`src/rtl/ct_ebiu_snoop_channel.sv`:
```
// EBIU snoop channel: buffers ACE snoops, forwards them to ebiuif with a sequence ID
// and returns CR/CD in order; bypass mode answers every snoop locally with a miss.
module ct_ebiu_snoop_channel #(
    parameter int ADDRW     = 40,
    parameter int DATAW     = 128,
    parameter int AC_DEPTH  = 2,
    parameter int CR_DEPTH  = 2,
    parameter int MAX_OUTST = 4
) (
    input  logic             forever_cpuclk,
    input  logic             cpurst,
    input  logic             snoop_en,
    input  logic             bus_acvalid,
    output logic             bus_acready,
    input  logic [ADDRW-1:0] bus_acaddr,
    input  logic [2:0]       bus_acprot,
    input  logic [3:0]       bus_acsnoop,
    output logic             bus_crvalid,
    input  logic             bus_crready,
    output logic [4:0]       bus_crresp,
    output logic             bus_cdvalid,
    input  logic             bus_cdready,
    output logic [DATAW-1:0] bus_cddata,
    output logic             bus_cdlast,
    output logic             ebiu_ebiuif_acvalid,
    input  logic             ebiuif_ebiu_ac_grant,
    output logic [ADDRW-1:0] ebiu_ebiuif_acaddr,
    output logic [4:0]       ebiu_ebiuif_acid,
    output logic [2:0]       ebiu_ebiuif_acprot,
    output logic [3:0]       ebiu_ebiuif_acsnoop,
    input  logic             ebiuif_ebiu_crvalid,
    input  logic [4:0]       ebiuif_ebiu_crresp,
    output logic             ebiu_ebiuif_cr_grant,
    input  logic             ebiuif_ebiu_cdvalid,
    input  logic [DATAW-1:0] ebiuif_ebiu_cddata,
    input  logic             ebiuif_ebiu_cdlast,
    output logic             ebiu_ebiuif_cd_grant,
    output logic             ebiu_snoop_channel_no_op
);

    localparam int AAW  = $clog2(AC_DEPTH);
    localparam int CAW  = $clog2(CR_DEPTH);
    localparam int OUTW = $clog2(MAX_OUTST + 1);
    localparam logic [OUTW-1:0] OUTST_LIMIT = OUTW'(MAX_OUTST);

    typedef struct packed {
        logic [ADDRW-1:0] addr;
        logic [2:0]       prot;
        logic [3:0]       snoop;
    } ac_entry_t;

    // AC FIFO state
    ac_entry_t        ac_mem [AC_DEPTH];
    logic [AAW:0]     ac_wr_ptr;
    logic [AAW:0]     ac_rd_ptr;
    logic             ac_empty;
    logic             ac_full;
    ac_entry_t        ac_head;
    ac_entry_t        ac_push_data;

    // CR FIFO state
    logic [4:0]       cr_mem [CR_DEPTH];
    logic [CAW:0]     cr_wr_ptr;
    logic [CAW:0]     cr_rd_ptr;
    logic             cr_empty;
    logic             cr_full;
    logic [4:0]       cr_push_data;

    // Tracking and CD slice state
    logic [OUTW-1:0]  outst;
    logic [4:0]       ac_id;
    logic             slice_valid;
    logic [DATAW-1:0] slice_data;
    logic             slice_last;

    logic byp_ready;
    logic ac_handshake;
    logic ac_push;
    logic byp_push;
    logic ac_pop;
    logic cr_push;
    logic cr_pop;
    logic cd_pop;

    assign ac_empty = (ac_wr_ptr == ac_rd_ptr);
    assign ac_full  = (ac_wr_ptr[AAW] != ac_rd_ptr[AAW]) &&
                      (ac_wr_ptr[AAW-1:0] == ac_rd_ptr[AAW-1:0]);
    assign cr_empty = (cr_wr_ptr == cr_rd_ptr);
    assign cr_full  = (cr_wr_ptr[CAW] != cr_rd_ptr[CAW]) &&
                      (cr_wr_ptr[CAW-1:0] == cr_rd_ptr[CAW-1:0]);

    // Bypass only accepts once every forwarded snoop has fully retired, so local
    // misses can never overtake a forwarded response.
    assign byp_ready   = !cr_full && ac_empty && (outst == '0) && !slice_valid;
    assign bus_acready = !cpurst && (snoop_en ? !ac_full : byp_ready);

    assign ac_handshake = bus_acvalid && bus_acready;
    assign ac_push      = ac_handshake && snoop_en;
    assign byp_push     = ac_handshake && !snoop_en;
    assign ac_push_data = '{addr: bus_acaddr, prot: bus_acprot, snoop: bus_acsnoop};

    // Leftover AC entries still drain after a switch to bypass; in steady bypass
    // the AC FIFO stays empty so nothing is forwarded.
    assign ac_head             = ac_empty ? '0 : ac_mem[ac_rd_ptr[AAW-1:0]];
    assign ebiu_ebiuif_acvalid = !ac_empty && (outst < OUTST_LIMIT);
    assign ebiu_ebiuif_acaddr  = ac_head.addr;
    assign ebiu_ebiuif_acprot  = ac_head.prot;
    assign ebiu_ebiuif_acsnoop = ac_head.snoop;
    assign ebiu_ebiuif_acid    = ac_id;
    assign ac_pop              = ebiu_ebiuif_acvalid && ebiuif_ebiu_ac_grant;

    assign ebiu_ebiuif_cr_grant = !cpurst && ebiuif_ebiu_crvalid && !cr_full;
    assign cr_push      = ebiu_ebiuif_cr_grant || byp_push;
    assign cr_push_data = ebiu_ebiuif_cr_grant ? ebiuif_ebiu_crresp : 5'b0;
    assign bus_crvalid  = !cr_empty;
    assign bus_crresp   = cr_empty ? 5'b0 : cr_mem[cr_rd_ptr[CAW-1:0]];
    assign cr_pop       = bus_crvalid && bus_crready;

    assign ebiu_ebiuif_cd_grant = !cpurst && ebiuif_ebiu_cdvalid &&
                                  (!slice_valid || bus_cdready);
    assign cd_pop      = slice_valid && bus_cdready;
    assign bus_cdvalid = slice_valid;
    assign bus_cddata  = slice_data;
    assign bus_cdlast  = slice_last;

    assign ebiu_snoop_channel_no_op = ac_empty && cr_empty && (outst == '0) && !slice_valid;

    // NOTE: all state below updates with non-blocking assignments so every register
    // samples the pre-edge values of its neighbours regardless of statement order.
    always_ff @(posedge forever_cpuclk or posedge cpurst) begin
        if (cpurst) begin
            ac_wr_ptr <= '0;
            ac_rd_ptr <= '0;
            cr_wr_ptr <= '0;
            cr_rd_ptr <= '0;
            outst     <= '0;
            ac_id     <= '0;
        end else begin
            if (ac_push) ac_wr_ptr <= ac_wr_ptr + (AAW+1)'(1);
            if (ac_pop)  ac_rd_ptr <= ac_rd_ptr + (AAW+1)'(1);
            if (cr_push) cr_wr_ptr <= cr_wr_ptr + (CAW+1)'(1);
            if (cr_pop)  cr_rd_ptr <= cr_rd_ptr + (CAW+1)'(1);
            if (ac_pop)  ac_id     <= ac_id + 5'd1;
            case ({ac_pop, ebiu_ebiuif_cr_grant})
                2'b10:   outst <= outst + OUTW'(1);
                2'b01:   outst <= outst - OUTW'(1);
                default: outst <= outst;
            endcase
        end
    end

    // NOTE: the FIFO storage has no reset; the empty flags mask every read, so stale
    // contents never reach an output and the arrays stay plain RAM.
    always_ff @(posedge forever_cpuclk) begin
        if (ac_push) ac_mem[ac_wr_ptr[AAW-1:0]] <= ac_push_data;
        if (cr_push) cr_mem[cr_wr_ptr[CAW-1:0]] <= cr_push_data;
    end

    // A pop and a push in the same cycle reload the slice with the new beat.
    always_ff @(posedge forever_cpuclk or posedge cpurst) begin
        if (cpurst) begin
            slice_valid <= 1'b0;
            slice_data  <= '0;
            slice_last  <= 1'b0;
        end else if (ebiu_ebiuif_cd_grant) begin
            slice_valid <= 1'b1;
            slice_data  <= ebiuif_ebiu_cddata;
            slice_last  <= ebiuif_ebiu_cdlast;
        end else if (cd_pop) begin
            slice_valid <= 1'b0;
        end
    end

    // A response granted with nothing outstanding means ebiuif broke the protocol.
    cr_without_snoop: assert property (@(posedge forever_cpuclk) disable iff (cpurst)
        !(ebiu_ebiuif_cr_grant && (outst == '0)));

    outst_in_range: assert property (@(posedge forever_cpuclk) disable iff (cpurst)
        outst <= OUTST_LIMIT);

endmodule

```
`config.mk`:
```
export PLATFORM = sky130hd
export DESIGN_NAME = ct_ebiu_snoop_channel
export DESIGN_NICKNAME = d
export VERILOG_FILES = /design/src/rtl/ct_ebiu_snoop_channel.sv
export SDC_FILE = /design/constraint.sdc
export NUM_CORES = 1
export LEC_CHECK = 0
export ABC_AREA = 1
export BUFFER_PORTS_ARGS = -buffer_cell sky130_fd_sc_hd__buf_2
export CAP_MARGIN = 20
export CORE_AREA = 2 2 147 149
export CTS_BUF_LIST = sky130_fd_sc_hd__clkbuf_2 sky130_fd_sc_hd__clkbuf_4 sky130_fd_sc_hd__clkbuf_8
export DETAILED_ROUTE_END_ITERATION = 10
export DIE_AREA = 0 0 149 151
export PLACE_DENSITY = 0.88
export SKIP_LAST_GASP = 1
export SLEW_MARGIN = 20
export SYNTH_ARGS = -nofsm -noshare
export SYNTH_HDL_FRONTEND = slang
export SYNTH_SLANG_ARGS = --single-unit
```
`constraint.sdc`:
```
create_clock -name forever_cpuclk -period 5.5 [get_ports forever_cpuclk]
set_input_delay 0.275 -clock forever_cpuclk [delete_from_list [all_inputs] [get_ports forever_cpuclk]]
set_output_delay 0.275 -clock forever_cpuclk [all_outputs]
set_load 0.02 [all_outputs]
```
==> results.txt <==
outcome -> completed
Detailed Routing Iterations Pass 1 -> 6
Die Y -> 151 um
Netlist cell types -> 22
PwrDens -> 432 mW/mm2
vias in the first global route -> 10.1k
setup slack after layout -> 1.76 ns
Syn. warnings -> 0
CP Max Fanout -> 51
H-tree levels -> 2
# fillers -> 1324
Max VDD drop -> 301 uV
pre-CTS WS -> 1.77 ns
drt total wl -> 35.7 mm
Global Route Usage Sum -> 0.300
drt drc -> 0
Worst Hold Class -> in -> reg
FFs w/ async S/R, synth -> 0.584
Starting DRT DRC Count -> 735
commonest non-fill, non-tap cell in the layout -> nand2_1
CP arrival -> 3.86 ns
# rows -> 53
HPWL Detailed -> 18.4 mm
crit start category -> flop
FF/Latch Area -> 0.00678 mm2
first-pass GRT wire length -> 51.6 mm
Synth Flop Type -> dfrtp_1
final net count -> 1717
Post-CTS Setup Inserts -> 0
layout cells sized above 1 -> 0.297
I/O Pins -> 383
largest net degree at the start of global routing -> 116
drt wl/cell -> 19.4 um
die area -> 0.0225 mm2
Final min period -> 3.74 ns
CTS max path bufs -> 3
commonest cells after routing, fill and taps aside -> nand2_1, buf_2, dlygate4sd3_1
Worst R2R Path Depth -> 8
CTS tree -> done
area of the multi-input gates -> 0.00263 mm2
post-layout util -> 0.690
hold_ws -> 0.0423 ns
kind of critical path -> reg -> reg
Area Growth Syn to Fin -> 48.0%
RSZ-0062 raised after global routing -> false
GP Congestion -> 0.830
synthesized instance count -> 961
Inserted Clock Buffers -> 40
setup violators final -> 0
clock root cell -> clkbuf_8
antenna violations before repair -> 9
worst rel slew slack -> 0.331
gr ovfl total -> 0
worst slew pin tran -> 1.00 ns
f_max -> 268 MHz
clock-pin transition on the worst setup and hold timing paths -> 0.06 ns
Routed Antenna Nets -> 0
Starting Density -> 0.466
die width -> 149 um
clock sinks -> 250
endpoint class of the critical path -> flop
core area -> 0.0208 mm2
Skew-Pair Late Insertion Delay -> 0.52 ns
syn nets -> 1154
Mapped Area -> 0.00971 mm2
Max-Cap Viols -> 0
Final Hold Vio Count -> 0
total negative slack -> 0 ns
post-synthesis area per instance -> 10.1 um2
I/O Buffers -> 382
static leakage -> 7.34 nW
DR vias -> 9658
skew final -> 0.0236 ns
Critical Path RT -> 5.62 ns
cts repair resizes -> 0
Slew Limit Fails -> 0
fin crit share -> 0.679
Via density -> 5.26
hold path depth -> 3
Post-synth EDFFs -> 104
number of synthesized register bits -> 250
sequential share of the synthesized area -> 0.698
==> what timing repair did <==
action                                  4_1_cts  5_1_grt
endpoints found under the hold margin       231        0
endpoints found under the setup margin        0        0
hold buffers                                177        0
==> cells by family (layout without fill, tap and decap cells) <==
group                      Yosys count  in the layout  synth area share
xor gates and xnor gates            11             11           0.00992
AOI/OAI and AO/OA                   57             57            0.0305
adders and majority gates            3              3           0.00464
DFF                                250            250             0.698
other                                0             11                 0
buffers and inverters               74            664            0.0334
and+or+nand+nor                    566            566             0.224
==> area by class of cell <==
type,instances,area share
inverter,30,0.00827
sequential,250,0.472
tap,275,0.0239
multi-input combinational,637,0.183
timing repair buffer,565,0.260
clock inverter,14,0.00400
clock buffer,55,0.0474
antenna,11,0.00192
==> synthesized netlist by cell type (4+ instances only) <==
cell type | number | area, um2
nand2_1 | 532 | 2000
dfrtp_1 | 146 | 3650
edfxtp_1 | 104 | 3120
a21oi_1 | 54 | 270
inv_1 | 27 | 101
buf_2 | 25 | 125
nor2_1 | 16 | 60.1
clkbuf_1 | 13 | 48.8
nand3_1 | 10 | 50.1
xor2_1 | 7 | 61.3
buf_4 | 4 | 30.0
nand4_1 | 4 | 25.0
xnor2_1 | 4 | 35.0
==> per-layer routing <==
layer  global-route usage  up-vias  part of all wire
li1                     -     4179                 -
met3               0.0898      259              0.11
met5                    0        -           0.00092
met4                0.206        2             0.081
met2                0.515      768              0.49
met1                0.320     4450              0.32
==> flip-flops by register name (all words and copies together) (netlist names) <==
name	count
ac_mem	94
ac_rd_ptr	2
ac_wr_ptr	2
bus_cddata	128
bus_cdlast	1
bus_cdvalid	1
cr_mem	10
cr_rd_ptr	2
cr_wr_ptr	2
ebiu_ebiuif_acid	5
outst	3
==> report_power, final <==
group          internal, mW  switching (mW)  total [mW]
Sequential             2.21           0.247        2.45
Combinational         0.717            1.51        2.23
Clock                 0.799           0.733        1.53
==> per-stage QoR <==
step                total power, mW  instance area, um2  std cells
finish                         6.21               14400       1837
global route                   6.49               14400       1835
CTS                            6.09               14300       1826
detailed placement             4.48               11800       1580
global placement               4.42               11800       1580
floorplan                      3.76                9710        961
==> critical path: stages (launching register included) <==
cell	delay, ns
dfrtp_2	0.95
inv_2	0.60
nand2_1	0.18
nand2_1	0.10
nor2_4	0.24
nand3_2	0.16
a21oi_4	0.17
nand4_1	0.15
inv_2	0.75
==> path summary, 6_finish.rpt <==
check / from / to / slack [ns]
worst max-delay path: ac_rd_ptr[0] / ac_mem[0][28] / 1.76
min in group asynchronous: cpurst / cr_rd_ptr[1] / 0.29
worst min-delay path: snoop_en / ac_wr_ptr[1] / 0.04
worst min register to register: outst[0] / outst[0] / 0.48
worst max register to register: ac_rd_ptr[0] / ac_mem[0][28] / 1.76
max in group asynchronous: cpurst / bus_cddata[45] / 3.44
(Power assumes the default switching activity.)
